**config.mk**
```make
export PLATFORM = sky130hd
export DESIGN_NAME = hazard_detect
export DESIGN_NICKNAME = d
export VERILOG_FILES = /design/src/rtl/hazard_pkg.sv /design/src/rtl/hazard_slot_pipe.sv /design/src/rtl/hazard_detect.sv
export SDC_FILE = /design/constraint.sdc
export NUM_CORES = 1
export LEC_CHECK = 0
export ABC_AREA = 1
export CAP_MARGIN = 10
export CELL_PAD_IN_SITES_DETAIL_PLACEMENT = 1
export CELL_PAD_IN_SITES_GLOBAL_PLACEMENT = 2
export CORE_MARGIN = 4
export CORE_UTILIZATION = 24
export DETAILED_ROUTE_END_ITERATION = 6
export PLACE_DENSITY_LB_ADDON = 0.1
export REMOVE_ABC_BUFFERS = 1
export SYNTH_ARGS = -nofsm -noshare
export SYNTH_HDL_FRONTEND = slang
export SYNTH_SLANG_ARGS = --single-unit
```
**constraint.sdc**
```tcl
create_clock -name clk_i -period 1.87 [get_ports clk_i]
set_input_delay 0.374 -clock clk_i [delete_from_list [all_inputs] [get_ports clk_i]]
set_output_delay 0.374 -clock clk_i [all_outputs]
set_load 0.02 [all_outputs]
```
**src/rtl/hazard_pkg.sv**
```systemverilog
// Shared types and helpers for the hazard detection unit: shadow-slot layout and
// register-match predicates.
package hazard_pkg;

    localparam int REG_W = 5;
    localparam logic [REG_W-1:0] REG_ZERO = 5'd0;

    // valid already folds in RegWrite, so a valid slot is a candidate writer
    typedef struct packed {
        logic             valid;
        logic [REG_W-1:0] rd;
        logic             memrd;
    } slot_t;

    localparam slot_t SLOT_EMPTY = '0;

    function automatic logic is_writer(slot_t s, logic [REG_W-1:0] r);
        return s.valid && (s.rd != REG_ZERO) && (s.rd == r);
    endfunction

    function automatic logic is_load(slot_t s, logic [REG_W-1:0] r);
        return is_writer(s, r) && s.memrd;
    endfunction

endpackage

```
**src/rtl/hazard_slot_pipe.sv**
```systemverilog
// Three-slot shadow pipeline (EX, MEM, WB) of in-flight destinations, with a
// whole-pipe hold and bubble insertion at the EX slot.
module hazard_slot_pipe
    import hazard_pkg::*;
(
    input  logic  clk_i,
    input  logic  rst_i,
    input  logic  hold_i,
    input  logic  bubble_i,
    input  slot_t id_slot_i,
    output slot_t ex_o,
    output slot_t mem_o,
    output slot_t wb_o
);

    slot_t slot_q [3];
    slot_t slot_d [3];

    always_comb begin
        slot_d[0] = bubble_i ? SLOT_EMPTY : id_slot_i;
        slot_d[1] = slot_q[0];
        slot_d[2] = slot_q[1];
    end

    always_ff @(posedge clk_i or negedge rst_i) begin
        if (!rst_i) begin
            for (int i = 0; i < 3; i++) slot_q[i] <= SLOT_EMPTY;
        end else if (!hold_i) begin
            for (int i = 0; i < 3; i++) slot_q[i] <= slot_d[i];
        end
    end

    assign ex_o  = slot_q[0];
    assign mem_o = slot_q[1];
    assign wb_o  = slot_q[2];

endmodule

```
**src/rtl/hazard_detect.sv**
```systemverilog
// Hazard detection for the ID stage: RAW/branch stalls, jump/branch flush and a
// saturating stall counter. HAZARD_FORWARDING_EN selects the forwarding-aware rules.
module hazard_detect
    import hazard_pkg::*;
#(
    parameter int CNT_W = 16
) (
    input  logic             clk_i,
    input  logic             rst_i,
    input  logic             IDValid_i,
    input  logic [REG_W-1:0] IDRs_i,
    input  logic [REG_W-1:0] IDRt_i,
    input  logic             IDUsesRs_i,
    input  logic             IDUsesRt_i,
    input  logic [REG_W-1:0] IDRd_i,
    input  logic             IDRegWrite_i,
    input  logic             IDMemRd_i,
    input  logic             IDBranch_i,
    input  logic             BranchTaken_i,
    input  logic             IDJump_i,
    input  logic             MemStall_i,
    output logic             NoOp_o,
    output logic             PCWrite_o,
    output logic             IFIDWrite_o,
    output logic             IFFlush_o,
    output logic [CNT_W-1:0] StallCnt_o
);

    slot_t ex_slot, mem_slot, dbg_wb_unused;
    slot_t id_slot;
    logic  rs_hit, rt_hit, hz;
    logic [CNT_W-1:0] cnt_q, cnt_d;

    assign id_slot = '{valid: IDValid_i & IDRegWrite_i, rd: IDRd_i, memrd: IDMemRd_i};

    hazard_slot_pipe u_slots (
        .clk_i     (clk_i),
        .rst_i     (rst_i),
        .hold_i    (MemStall_i),
        .bubble_i  (hz),
        .id_slot_i (id_slot),
        .ex_o      (ex_slot),
        .mem_o     (mem_slot),
        .wb_o      (dbg_wb_unused)
    );

`ifdef HAZARD_FORWARDING_EN
    logic br_rs, br_rt;
    // ALU results forward to EX but not to the ID-stage branch compare
    assign rs_hit = is_load(ex_slot, IDRs_i);
    assign rt_hit = is_load(ex_slot, IDRt_i);
    assign br_rs  = is_writer(ex_slot, IDRs_i) | is_load(mem_slot, IDRs_i);
    assign br_rt  = is_writer(ex_slot, IDRt_i) | is_load(mem_slot, IDRt_i);
    assign hz = IDValid_i & ((IDUsesRs_i & rs_hit) | (IDUsesRt_i & rt_hit) |
                             (IDBranch_i & ((IDUsesRs_i & br_rs) | (IDUsesRt_i & br_rt))));
`else
    logic ld_flags_unused;
    assign ld_flags_unused = ex_slot.memrd | mem_slot.memrd;
    assign rs_hit = is_writer(ex_slot, IDRs_i) | is_writer(mem_slot, IDRs_i);
    assign rt_hit = is_writer(ex_slot, IDRt_i) | is_writer(mem_slot, IDRt_i);
    assign hz = IDValid_i & ((IDUsesRs_i & rs_hit) | (IDUsesRt_i & rt_hit));
`endif

    always_comb begin
        NoOp_o      = 1'b0;
        PCWrite_o   = 1'b0;
        IFIDWrite_o = 1'b0;
        IFFlush_o   = 1'b0;
        if (!rst_i) begin
            NoOp_o = 1'b1;
        end else if (MemStall_i) begin
            NoOp_o = 1'b0;
        end else if (hz) begin
            NoOp_o = 1'b1;
        end else begin
            PCWrite_o   = 1'b1;
            IFIDWrite_o = 1'b1;
            IFFlush_o   = IDValid_i & (IDJump_i | (IDBranch_i & BranchTaken_i));
        end
    end

    assign cnt_d = (hz && !MemStall_i && (cnt_q != {CNT_W{1'b1}})) ? cnt_q + CNT_W'(1) : cnt_q;

    always_ff @(posedge clk_i or negedge rst_i) begin
        if (!rst_i) cnt_q <= '0;
        else        cnt_q <= cnt_d;
    end

    assign StallCnt_o = cnt_q;

endmodule

```
* After elaboration in Yosys (flattened, before gate mapping)
Cells that the tools add are included.
** Storage, ports and cells
- Bits in registers :: 28
- Bits of input ports :: 26
- Output and inout port bits :: 20
- Logic and storage cells :: 42
** Cells by class
- $add $sub $neg :: 1
- Eq/ne operators :: 5
- Muxes and demuxes :: 10
- Bitwise logic cells :: 10
- Reductions and logical operators :: 11
** Operator list (number)
- 5-bit == test :: 4
- 16-bit by 1-bit adder with 16-bit output (second input constant) :: 1
- 16-bit inequality test (second input constant) :: 1
- 5-bit nonzero test :: 2
- 1-bit two-way mux :: 9
- 1-bit logical AND :: 8
- 7-bit two-way mux :: 1
- 1-bit bitwise AND :: 6
- 1-bit bitwise OR :: 4
- 1-bit logical NOT :: 1

* Depth between registers and ports, before layout
- Depth after elaboration :: 10
- Mapped depth :: 14
- Mapped depth without buffers :: 13

* Modules after synthesis
From an unflattened synthesis, not the netlist that was laid out.
** Unflattened totals
- Cell total of the unflattened synthesis :: 301
- Area total of the unflattened synthesis :: 2344.7 sq um
** By module, submodules not included
- hazard_detect :: times used 1, cells each 198, area an instance 1355.0 sq um, seq. area each 400.4 sq um
- hazard_slot_pipe :: times used 1, cells each 103, area an instance 989.7 sq um, seq. area each 525.5 sq um

* Worst setup path before layout
Ideal clock, no wire load.
- Kind :: register to output
- From :: reg u_slots.ex_o[3] (netlist name)
- To :: out PCWrite_o
- Arrival :: 1.804 ns
- Required time :: 1.496 ns
- Setup slack :: -0.308 ns
- Cell stages (with the launch flop) :: 13
- Path buffers :: 1
- Path through :: dfrtp_1 > nor2_1 > nand3_1 > nand2_1 > inv_1 > nand3_1 > nand2_1 > nand2_1 > nand2_2 > nand2_1 > nand2_1 > nor2_1 > buf_4
** Between the ends
- Cells in the longest elaborated chain, start to end :: 10
- Elaborated cells on any way between the ends :: 15
- Those cells by class :: eq/ne: 2; mux: 3; bitwise: 6; reduce/logical: 4
** RTL lines
- 5-bit nonzero test :: RTL line hazard_pkg.sv:18 : return s.valid && (s.rd != REG_ZERO) && (s.rd == r);
- 1-bit logical AND (2 in series) :: RTL line hazard_pkg.sv:18
- 1-bit bitwise OR, on equally long branches :: RTL line hazard_detect.sv:59, hazard_detect.sv:60
- 1-bit bitwise AND :: RTL line hazard_detect.sv:61 : assign hz = IDValid_i & ((IDUsesRs_i & rs_hit) | (IDUsesRt_i & rt_hit));
- 1-bit bitwise OR * :: RTL line hazard_detect.sv:61
- 1-bit bitwise AND * :: RTL line hazard_detect.sv:61
- 1-bit two-way mux * (3 in series)
- end: declaration :: RTL line hazard_detect.sv:23 : output logic PCWrite_o,
Mark *: on every way between the ends. The rest lies on a longest branch, timed or not.

* Worst setup path in the final report
- From :: reg u_slots.ex_o[3] (netlist name)
- To :: out IFFlush_o
** Between the ends
- Cells in the longest elaborated chain, start to end :: 10
- Elaborated cells on any way between the ends :: 15
- Those cells by class :: eq/ne: 2; mux: 3; bitwise: 6; reduce/logical: 4
** RTL lines
- 5-bit nonzero test :: RTL line hazard_pkg.sv:18
- 1-bit logical AND (2 in series) :: RTL line hazard_pkg.sv:18
- 1-bit bitwise OR, on equally long branches :: RTL line hazard_detect.sv:59, hazard_detect.sv:60
- 1-bit bitwise AND :: RTL line hazard_detect.sv:61
- 1-bit bitwise OR * :: RTL line hazard_detect.sv:61
- 1-bit bitwise AND * :: RTL line hazard_detect.sv:61
- 1-bit two-way mux * :: RTL line hazard_detect.sv:73 : end else if (hz) begin
- 1-bit two-way mux * :: RTL line hazard_detect.sv:71 : end else if (MemStall_i) begin
- 1-bit two-way mux * :: RTL line hazard_detect.sv:69 : if (!rst_i) begin
- end: declaration :: RTL line hazard_detect.sv:25 : output logic IFFlush_o,
Marked as above.

==> results by group <==
Global route
  • Initial antenna violation count: 0
  • Largest net degree at the start of global routing: 31
  • First-pass GRT wire length: 11500 um
  • GRT Total Usage: 14.8%
  • Overflow after GRT: 0
  • Vias in the first global route: 2287

Detailed routing
  • Vias per inst: 4.40
  • Vias: 2036
  • Wire per inst: 14.4 um
  • WL final: 6680 um
  • DR pass1 iterations: 2
  • Drt drc: 0
  • Routed Antenna Nets: 0
  • Starting DRT DRC Count: 33

Floorplanning
  • Core area: 7730 um2
  • Die Wd: 97.1 um
  • Starting density of the core: 24.7%
  • I/O pin count: 46
  • Site Rows: 32
  • DIE AREA: 9430 um2
  • Die height: 97.1 um

Clock tree
  • Skew-Pair Late Insertion Delay: 0.29 ns
  • Clock tree from TritonCTS: yes
  • Worst-path clk slew: 0.11 ns
  • Clk root buf: clkbuf_8
  • H-tree depth: 1
  • Num CTS Buffers: 3
  • Clk sinks: 28
  • Clock Path Buffers: 2
  • Hold buffers post-CTS: 0

Power
  • VDD IR-drop max: 0.263 mV
  • Net Sw Power: 0.471 mW
  • Clock Power Share: 31.1%
  • Pwr Total: 1.64 mW
  • Pwr dens: 530 nW/um2
  • Comb power frac: 27.3%
  • Sw frac: 28.7%
  • Power share of the sequential group: 41.6%
  • Int Pwr: 1.17 mW
  • Leakage: 1.55 nW

Critical path
  • Worst R2R End: StallCnt_o[6]
  • Worst Setup Start Kind: register
  • Reg2Reg Setup Slack: -0.18 ns
  • Critical path data arrival time: 1.85 ns
  • CP Data Required Time: 1.50 ns
  • CP max FO: 5
  • FF-to-FF path depth: 13
  • Worst Setup SP: u_slots.ex_o[3]
  • CP Capture Type: primary output
  • Reg2Reg Launch Point: u_slots.ex_o[3]
  • Critical path type: reg -> out

Finish
  • Area of the multi-input gates: 1160 um2
  • Final nets: 389
  • Final Non-Filler Cells: 463
  • Area grow syn2layout: 62.2%
  • # diodes: 0
  • Fillers: 960
  • Proportion of layout cells with a drive suffix above 1: 30.5%
  • Final core occ: 40.0%
  • Reg area: 709 um2

Timing
  • Max-slew violations: 0
  • Final Skew: 0.00704 ns
  • RSZ-0062 raised after global routing: yes
  • Setup TNS: -3.52 ns
  • Rel. slew slack: 71.9%
  • Worst-Margin Slew: 0.422 ns
  • Fmax: 450 MHz
  • Final Hold Vio Count: 0
  • Fin worst setup slack: -0.354 ns
  • Final min period: 2.22 ns
  • Final setup fails: 20
  • Fin crit share: 119%

Synth
  • Post-synth top cells: nand2_1, inv_1, dfrtp_1, nor2_1, nand4_1
  • Post-synthesis sequential area ratio: 36.8%
  • Netlist Area Pre-Place: 1910 um2
  • YS warnings: 0
  • Most frequent cell after synthesis: nand2_1
  • Synth area leaders: dfrtp_1, nand2_1, inv_1, xor2_1, nand4_1
  • Cells after synthesis: 267
  • Synth Register Bits: 28
  • Yosys cell types: 29
  • Area fraction of the dominant cell type after synthesis: 36.8%
  • Syn Area/Cell: 7.14 um2
  • Async SR Flop Fraction: 100%
  • Predominant post-synthesis flop cell: dfrtp_1
  • Cell taking the most area after synthesis: dfrtp_1
  • Post-synth EDFFs: 0

Placed design
  • Gp weighted congestion: 0.802
  • DP HPWL: 4740 um
  • Buffers on Ports: 44
  • Placement Setup Slack: -1.12 ns
  • Dpl cells: 435

Status
  • Outcome: complete, but fails checks
  • Failing checks: setup timing

Run
  • Max Cap Viol: 0

Min path
  • Hold Crit Class: reg -> reg
  • Worst Hold Launch: u_slots.mem_o[6]
  • Hold Path End: u_slots.mem_o[6]
  • Hold Path Stages: 2
[stage by stage]
stage | hold slack, ns | cell area (um2)
2_1_floorplan | 0.0784 | 1860
3_3_place_gp | 0.474 | 2670
3_5_place_dp | 0.487 | 2670
4_1_cts | 0.516 | 3040
5_1_grt | 0.544 | 3090
6_report | 0.502 | 3090
[what timing repair did]
| item | CTS | global route |
|---|---|---|
| resized for setup | 62 | 35 |
| cloned | 1 | 0 |
| pin swaps | 11 | 12 |
| setup endpoints to repair | 22 | 27 |
| setup buffers | 25 | 5 |
[layout make-up]
type	count	share of cell area, %
multi-input combinational	197	37.4
timing repair buffer	98	29.1
sequential	28	22.9
inverter	34	4.13
tap	102	4.13
clock buffer	3	1.34
clock inverter	1	0.971
[power groups by stage]
| stage | clock [mW] | sequential, mW | combinational [mW] |
|---|---|---|---|
| after floorplan | 0 | 0.692 | 0.136 |
| after global placement | 0 | 0.687 | 0.348 |
| after detailed placement | 0 | 0.687 | 0.353 |
| after CTS | 0.533 | 0.676 | 0.430 |
| after global routing | 0.550 | 0.689 | 0.504 |
| final | 0.510 | 0.683 | 0.447 |
[sequential cells by signal, indices dropped and copies added (netlist names)]
name / cells
StallCnt_o: 16
u_slots.mem_o: 6
u_slots.ex_o: 6
[critical path: stages (launching register included)]
cell	delay, ns
dfrtp_2	0.48
buf_6	0.14
xor2_2	0.17
nor2_1	0.12
nand3_1	0.10
nand2_2	0.07
nand2_2	0.06
nand2_2	0.09
nand2_4	0.07
nand2_4	0.08
nor3_2	0.04
buf_4	0.15
[cells in the final DEF (no fill, tap or decap), types with 2 or more instances in the layout]
cell / count
xnor2_1: 11
nand2_2: 10
nand3_1: 9
dfrtp_1: 21
o21ai_0: 5
xor2_2: 2
nor4_1: 2
clkbuf_8: 3
dfrtp_2: 7
nand4_1: 18
nor2_1: 15
nor2_4: 4
xor2_1: 12
o21ai_2: 3
buf_6: 16
buf_4: 41
nand2_1: 80
o21ai_1: 3
a21oi_1: 2
nand2_4: 3
inv_1: 30
dlygate4sd2_1: 8
inv_2: 4
nand3_2: 8
nor2_2: 2
clkdlybuf4s50_1: 32
[logic make-up after synthesis]
family | count (synthesis) | synth area share, %
AOI/OAI and AO/OA | 15 | 4.60
and+or+nand+nor | 156 | 37.4
buffers and inverters | 42 | 9.13
DFF | 28 | 36.8
xor gates and xnor gates | 25 | 11.5
adders and majority gates | 1 | 0.656
[per-layer routing]
| metal | track usage, % | up-vias | wire length [um] |
|---|---|---|---|
| li1 | - | 1025 | - |
| met1 | 17.6 | 985 | 2890 |
| met2 | 27.4 | 20 | 3530 |
| met3 | 2.37 | 6 | 149 |
| met4 | 4.10 | 0 | 116 |
| met5 | 0 | - | 0 |
[worst max-delay path by stage]
stage / end / slack [ns] / depth (start not counted)
finish: IFFlush_o / -0.35 / 11
global route: IFFlush_o / -0.49 / 13
CTS: IFFlush_o / -0.36 / 14
detailed placement: IFFlush_o / -1.12 / 14
global placement: IFFlush_o / -1.04 / 14
floorplan: IFIDWrite_o / -0.32 / 11
No activity file was read; power rests on OpenSTA's default activity.
